### config.mk
export PLATFORM = sky130hd
export DESIGN_NAME = isqrt_param
export DESIGN_NICKNAME = d
export VERILOG_FILES = /design/src/rtl/isqrt_param.sv
export SDC_FILE = /design/constraint.sdc
export NUM_CORES = 1
export LEC_CHECK = 0
export CAP_MARGIN = 0
export CORE_AREA = 2 2 54 56
export CTS_CLUSTER_DIAMETER = 200
export DETAILED_ROUTE_END_ITERATION = 10
export DIE_AREA = 0 0 56 58
export PLACE_DENSITY = 0.8
export SETUP_SLACK_MARGIN = 0.2
export SLEW_MARGIN = 25
export SYNTH_ARGS = -nofsm -noshare
export SYNTH_HDL_FRONTEND = slang
export SYNTH_SLANG_ARGS = --single-unit
### constraint.sdc
create_clock -name clk -period 2.95 [get_ports clk]
set_input_delay 0.295 -clock clk [delete_from_list [all_inputs] [get_ports clk]]
set_output_delay 0.295 -clock clk [all_outputs]
set_load 0.02 [all_outputs]
### src/rtl/isqrt_param.sv
// Sequential integer square root: restoring bit-pair iteration, one root bit per clock,
// with floor remainder, optional saturating round-to-nearest and busy/done handshake.
module isqrt_param #(
  parameter int WIDTH = 8,
  parameter int ROUND = 0
) (
  input  logic               clk,
  input  logic               clr,
  input  logic               start,
  input  logic [WIDTH-1:0]   a,
  output logic               busy,
  output logic               done,
  output logic [WIDTH/2-1:0] sqrt,
  output logic [WIDTH/2:0]   rem
);
  localparam int R  = WIDTH / 2;
  localparam int CW = (R > 1) ? $clog2(R) : 1;
  localparam logic [1:0] IDLE = 2'd0;
  localparam logic [1:0] CALC = 2'd1;
  localparam logic [1:0] DONE = 2'd2;

  logic [1:0]       r_state;
  logic [WIDTH-1:0] r_a;
  logic [R-1:0]     r_root;
  logic [R+1:0]     r_work;
  logic [CW-1:0]    r_cnt;
  logic             r_busy;
  logic             r_done;
  logic [R-1:0]     r_sqrt;
  logic [R:0]       r_rem;

  logic [R+1:0]     w_w;
  logic [R+1:0]     w_t;
  logic [R+1:0]     w_r_next;
  logic [R-1:0]     w_q_next;
  logic [R-1:0]     w_sqrt;
  logic             w_ge;

  // One restoring step: bring down the next radicand bit pair and try subtracting 4q+1.
  always_comb begin
    w_w  = (r_work << 2) | {{R{1'b0}}, r_a[WIDTH-1 -: 2]};
    w_t  = {r_root, 2'b01};
    w_ge = (w_w >= w_t);
    if (w_ge) begin
      w_r_next = w_w - w_t;
    end else begin
      w_r_next = w_w;
    end
    w_q_next = (r_root << 1) | R'(w_ge);
  end

  // Rounding: remainder above the floor root means sqrt(a) >= q + 0.5; all-ones root saturates.
  always_comb begin
    w_sqrt = w_q_next;
    if ((ROUND != 0) && (w_r_next > {2'b00, w_q_next}) && !(&w_q_next)) begin
      w_sqrt = w_q_next + R'(1'b1);
    end else begin
      w_sqrt = w_q_next;
    end
  end

  // Control FSM, iteration state and result registers; clr overrides everything.
  always_ff @(posedge clk) begin
    if (clr) begin
      r_state <= IDLE;
      r_a     <= '0;
      r_root  <= '0;
      r_work  <= '0;
      r_cnt   <= '0;
      r_busy  <= 1'b0;
      r_done  <= 1'b0;
      r_sqrt  <= '0;
      r_rem   <= '0;
    end else begin
      r_done <= 1'b0;
      case (r_state)
        IDLE, DONE: begin
          if (start) begin
            r_a     <= a;
            r_root  <= '0;
            r_work  <= '0;
            r_cnt   <= CW'(R - 1);
            r_busy  <= 1'b1;
            r_state <= CALC;
          end else begin
            r_state <= IDLE;
          end
        end
        CALC: begin
          r_a    <= r_a << 2;
          r_root <= w_q_next;
          r_work <= w_r_next;
          r_cnt  <= r_cnt - CW'(1);
          if (r_cnt == '0) begin
            r_state <= DONE;
            r_busy  <= 1'b0;
            r_done  <= 1'b1;
            r_sqrt  <= w_sqrt;
            r_rem   <= w_r_next[R:0];
          end
        end
        default: begin
          r_state <= IDLE;
          r_busy  <= 1'b0;
        end
      endcase
    end
  end

  assign busy = r_busy;
  assign done = r_done;
  assign sqrt = r_sqrt;
  assign rem  = r_rem;
endmodule

Yosys cells after proc, flatten, opt, wreduce, memory -nomap -nowiden
Index checks and enable logic that the tools add are counted.
{ "op_classes": {"add_sub_neg": 2, "magnitude_cmp": 1, "eq_ne": 4, "n_mux": 16, "bitwise_logic": 3, "reduce_logical": 8} }
{ "ops": {"columns": ["op", "count"], "rows": [
  ["$pmux W4 S2", 2],
  ["$pmux W8 S2", 1],
  ["$mux W4", 2],
  ["$mux W8", 1],
  ["$pmux W2 S2", 2],
  ["$ge A6 B6 Y1", 1],
  ["$or A6 B2 Y6", 1],
  ["$reduce_and A2 Y1", 3],
  ["$mux W5", 1],
  ["$sub A5 B5 Y5", 1],
  ["$logic_not A2 Y1", 2],
  ["$mux W1", 4],
  ["$mux W2", 2],
  ["$ne A2 B2 Y1 const B", 2],
  ["$or A4 B1 Y4", 1],
  ["$reduce_or A2 Y1", 2],
  ["$eq A2 B1 Y1 const B", 1],
  ["$eq A2 B2 Y1 const B", 1],
  ["$pmux W1 S2", 1],
  ["$reduce_bool A2 Y1", 1],
  ["$sub A2 B1 Y2 const B", 1],
  ["$not A1 Y1", 1]
]} }
{ "word_totals": {"reg_bits": 31, "in_bits": 11, "elab_cells": 43} }

Logic depth before layout (Yosys ltp)
{ "logic_depth": {"ltp_word": 4, "mapped_depth": 7, "mapped_depth_nobuf": 7} }

Worst setup path before layout
OpenSTA, ideal clock, no wires.
{ "synth_path": {"path_kind": "flip-flop to flip-flop", "from": "register r_root[1]", "to": "register r_rem[3], in the netlist rem[3]", "setup_ns": 0.134, "arrival_time_ns": 1.575, "slack_ns": 1.241, "stages_incl_launch_ff": 8, "path_buffers": 0, "cell_sequence": "dfxtp_1 > inv_1 > ha_1 > a21oi_2 > o21ai_2 > a31oi_4 > mux2i_1 > a211oi_1"} }
{ "synth_via": {"elab_chain_len": 2, "elab_cells_between_ends": 3, "classes_between": "add/sub: 1; order compare: 1; mux: 1"} }
{ "synth_lines": {"columns": ["element", "line", "text"], "rows": [
  ["start: declaration", "24", "logic [R-1:0] r_root;"],
  ["start signal: assignment", "91", "r_root <= w_q_next;"],
  ["$sub A5 B5 Y5 / $ge A6 B6 Y1 (equally long branches)", "45, 43", null],
  ["$mux W5 (*)", "44", "if (w_ge) begin"],
  ["end signal: assignment", "99", "r_rem <= w_r_next[R:0];"],
  ["end: declaration", "30", "logic [R:0] r_rem;"]
]} }
Mark *: on every way between the ends. The rest lies on a longest branch, timed or not.
A chain may end at the register's enable or synchronous reset.

Worst setup path after layout
{ "layout_path": {"from": "register r_state[0]", "to": "register r_rem[0], in the netlist rem[0]"} }
{ "layout_via": {"elab_chain_len": 2} }
{ "layout_lines": {"columns": ["element", "line", "text"], "rows": [
  ["start: declaration", "22", "logic [1:0] r_state;"],
  ["start signal: assignment", "65", "r_state <= IDLE;"],
  ["start signal: assignment", "84", "r_state <= CALC;"],
  ["start signal: assignment", "86", "r_state <= IDLE;"],
  ["$eq A2 B1 Y1", "76", "case (r_state)"],
  ["$reduce_and A2 Y1 (no line)", null, null]
]} }
Every way passes these cells.

==> run metrics <==
slew of the pin with the lowest slew margin 0.8352 ns; register bit total from synthesis 31; initial antenna violation count 0; CP Data Arrival Time 2.23 ns; Final Instance Count excl. Fillers ~210; complex-gate fraction of the synthesized area around a fifth; # hold bufs at CTS 0; initial core utilization 52.73%; clock tree from TritonCTS yes; DRT iter0 DRCs 29; length of the first detailed-routing pass in iterations 4; number of cells produced by synthesis between 150 and 200; Final Power 1.099 mW; Mean Syn Cell Area roughly 8.7 µm²; post-detail-place hpwl around 2200 µm; setup repair after global routing missed its margin no; prevailing post-synth register cell sky130_fd_sc_hd__dfxtp_1; number of vias in the routed layout 1,223; final worst path period need roughly 2.0 ns; CTS buffer count 5; Post-Route WL around 3000 µm; clock input transition at the sequential cells of the worst setup and hold paths around 0.090 ns; top cells by area, synth sky130_fd_sc_hd__dfxtp_1 (44%), sky130_fd_sc_hd__nor2_1 (7.2%), sky130_fd_sc_hd__ha_1 (6.2%); worst rel slew slack between 40 and 50%; crit share post-route 68.01%; number of primary I/O pins 22; share of layout cells above drive strength 1 6.077%; global placement routability congestion ~0.91; number of distinct standard cells referenced by the synthesized netlist 33; maximum number of pins on one net before global-route repair 23; sequential share of the synthesized area 44.21%; largest family of logic cells by synthesized area compound AO/OA/AOI/OAI gates; number of nets in the finished design 199; count of cells resized by post-cts repair 0; syn_nets ~180; die span in y 58 µm; # Post-CTS Setup Buffers 0; highest-count cells in the layout ignoring fill and taps sky130_fd_sc_hd__dfxtp_1 (31), sky130_fd_sc_hd__nor2_1 (27), sky130_fd_sc_hd__clkdlybuf4s50_1 (21); via count of the first global-routing pass about 1,100; type of the setup path with the least slack reg2reg; area taken by flip-flops and latches 620.6 µm²; number of buffers on the longest clock path 2; core footprint 2663 µm²; HP Class reg2reg; clock tree root driver cell sky130_fd_sc_hd__clkbuf_4; average wire per standard cell 13.99 µm; cell type contributing the most total cell area after synthesis sky130_fd_sc_hd__dfxtp_1; total inserted antenna cells 0; Overflow after GRT 0; kind of capture point of the worst setup path flop; PD cells 648.5 nW/µm²; final setup fails 0; Pins Over Slew Limit 0; final clock skew 0.006520 ns; site row count 19; standby leakage power 0.6549 nW; post-route setup TNS 0 ns; CTS HTree Levels 2; xor and xnor fraction of the mapped netlist area 1.872%; Die Area ~3200 µm²; total global routing track utilization 19.14%; mux share of post-synthesis cell area 2.852%; clock insertion delay at the later pin of the skew report 0.33 ns; synthesized-area fraction occupied by adder cells 6.239%; number of I/O port buffers 21; Max VDD drop 0.4821 mV; top cell type's share of synthesized area roughly 44%; CTS sink count 31; Hold Vio Cnt, Final 0; element type at the critical path start flop; Chip Width 56 µm; simple-gate area share of the yosys netlist around 18%; placed cell count 205; Yosys warning total 0; signed area change from the synthesized netlist to the final layout 20.68%; global-route wire length before repair 4830 µm; Post-synth ARST share 0%; required time of the critical path about 3.2 ns; final-layout fill cell count 236; number of design rule violations left after detail routing 0; maximum fanout along the worst path 12; result of the run complete, no violations; most frequent standard cell in the layout excluding fill and tap cells sky130_fd_sc_hd__dfxtp_1; number of flops mapped to enable cells by yosys 0; area taken by multi-input logic gates roughly 700 µm²; count of max-cap constraint violations 0; cell area after synthesis around 1400 µm²; post-route ant nets 0; achievable frequency about 0.5 GHz; number of vias per cell after detailed routing a little under 6
## synthesized netlist by cell type (3+ instances only)
| library cell | n |
|---|---|
| sky130_fd_sc_hd__mux2i_1 | 4 |
| sky130_fd_sc_hd__buf_2 | 3 |
| sky130_fd_sc_hd__nor3_1 | 6 |
| sky130_fd_sc_hd__dfxtp_1 | 31 |
| sky130_fd_sc_hd__a22oi_1 | 6 |
| sky130_fd_sc_hd__a211oi_1 | 8 |
| sky130_fd_sc_hd__inv_1 | 11 |
| sky130_fd_sc_hd__clkbuf_1 | 6 |
| sky130_fd_sc_hd__nand2_1 | 12 |
| sky130_fd_sc_hd__nor2_1 | 27 |
| sky130_fd_sc_hd__a21oi_1 | 7 |
| sky130_fd_sc_hd__nand2b_1 | 3 |
| sky130_fd_sc_hd__ha_1 | 7 |
| sky130_fd_sc_hd__o22ai_1 | 6 |
## cell type report
cell class	count	share of cell area [%]
Multi-Input combinational cell	110	41.58
Tap cell	31	2.290
Timing Repair Buffer	22	12.85
Sequential cell	31	36.63
Clock inverter	1	1.773
Clock buffer	6	2.437
Inverter	11	2.437
## stage by stage
stage               hold slack, ns  worst slack, ns  cell area [µm²]  util (%)
global placement            0.4430            1.049             1623     60.95
floorplan                   0.4367            1.241             1404         -
global route                0.5001           0.8170             1694     63.63
detailed placement          0.4472           0.9493             1623     60.95
CTS                         0.4600           0.9717             1694     63.63
finish                      0.4554           0.9438             1694     63.63
## critical path: stages, from the launching register on
cell and delay [ns]:
sky130_fd_sc_hd__dfxtp_1 0.40, sky130_fd_sc_hd__nor2b_1 0.65, sky130_fd_sc_hd__and2_1 0.48, sky130_fd_sc_hd__nor3b_1 0.10
sky130_fd_sc_hd__a211o_1 0.29
## power breakdown
part,internal [mW],switching (mW)
registers,0.453,0.0225
clock network,0.175,0.139
logic,0.136,0.174
total,0.763,0.335
## per-layer routing
metal	global-route usage (%)	vias up	share of wire, %
met1	20.96	587	42
met2	35.29	28	52
met5	0	-	0
met4	6.122	0	1.7
met3	6.027	8	4.4
li1	-	600	-
## cells by family (layout without fill, tap and decap cells)
kind of cell | Yosys count | count (layout)
xor+xnor | 3 | 3
flops | 31 | 31
compound gates | 39 | 39
mux | 4 | 4
simple gates | 57 | 57
buf+inv | 20 | 40
fa+ha+maj | 7 | 7
## state kept, by name, summed over array words and instances (netlist names)
signal / cells
r_state: 2
r_a: 8
sqrt: 4
r_root: 4
rem: 5
r_work: 4
done: 1
r_cnt: 2
busy: 1
## path summary, 6_finish.rpt
path	start	endpoint	slack, ns	cells after the start
worst min register to register	sqrt[3]$_SDFFE_PP0P_	sqrt[3]$_SDFFE_PP0P_	0.46	2
worst max-delay path	r_state[0]$_SDFFE_PP0P_	rem[0]$_SDFFE_PP0P_	0.94	4
worst max register to register	r_state[0]$_SDFFE_PP0P_	rem[0]$_SDFFE_PP0P_	0.94	4
worst min-delay path	sqrt[3]$_SDFFE_PP0P_	sqrt[3]$_SDFFE_PP0P_	0.46	2
(Power assumes the default switching activity.)
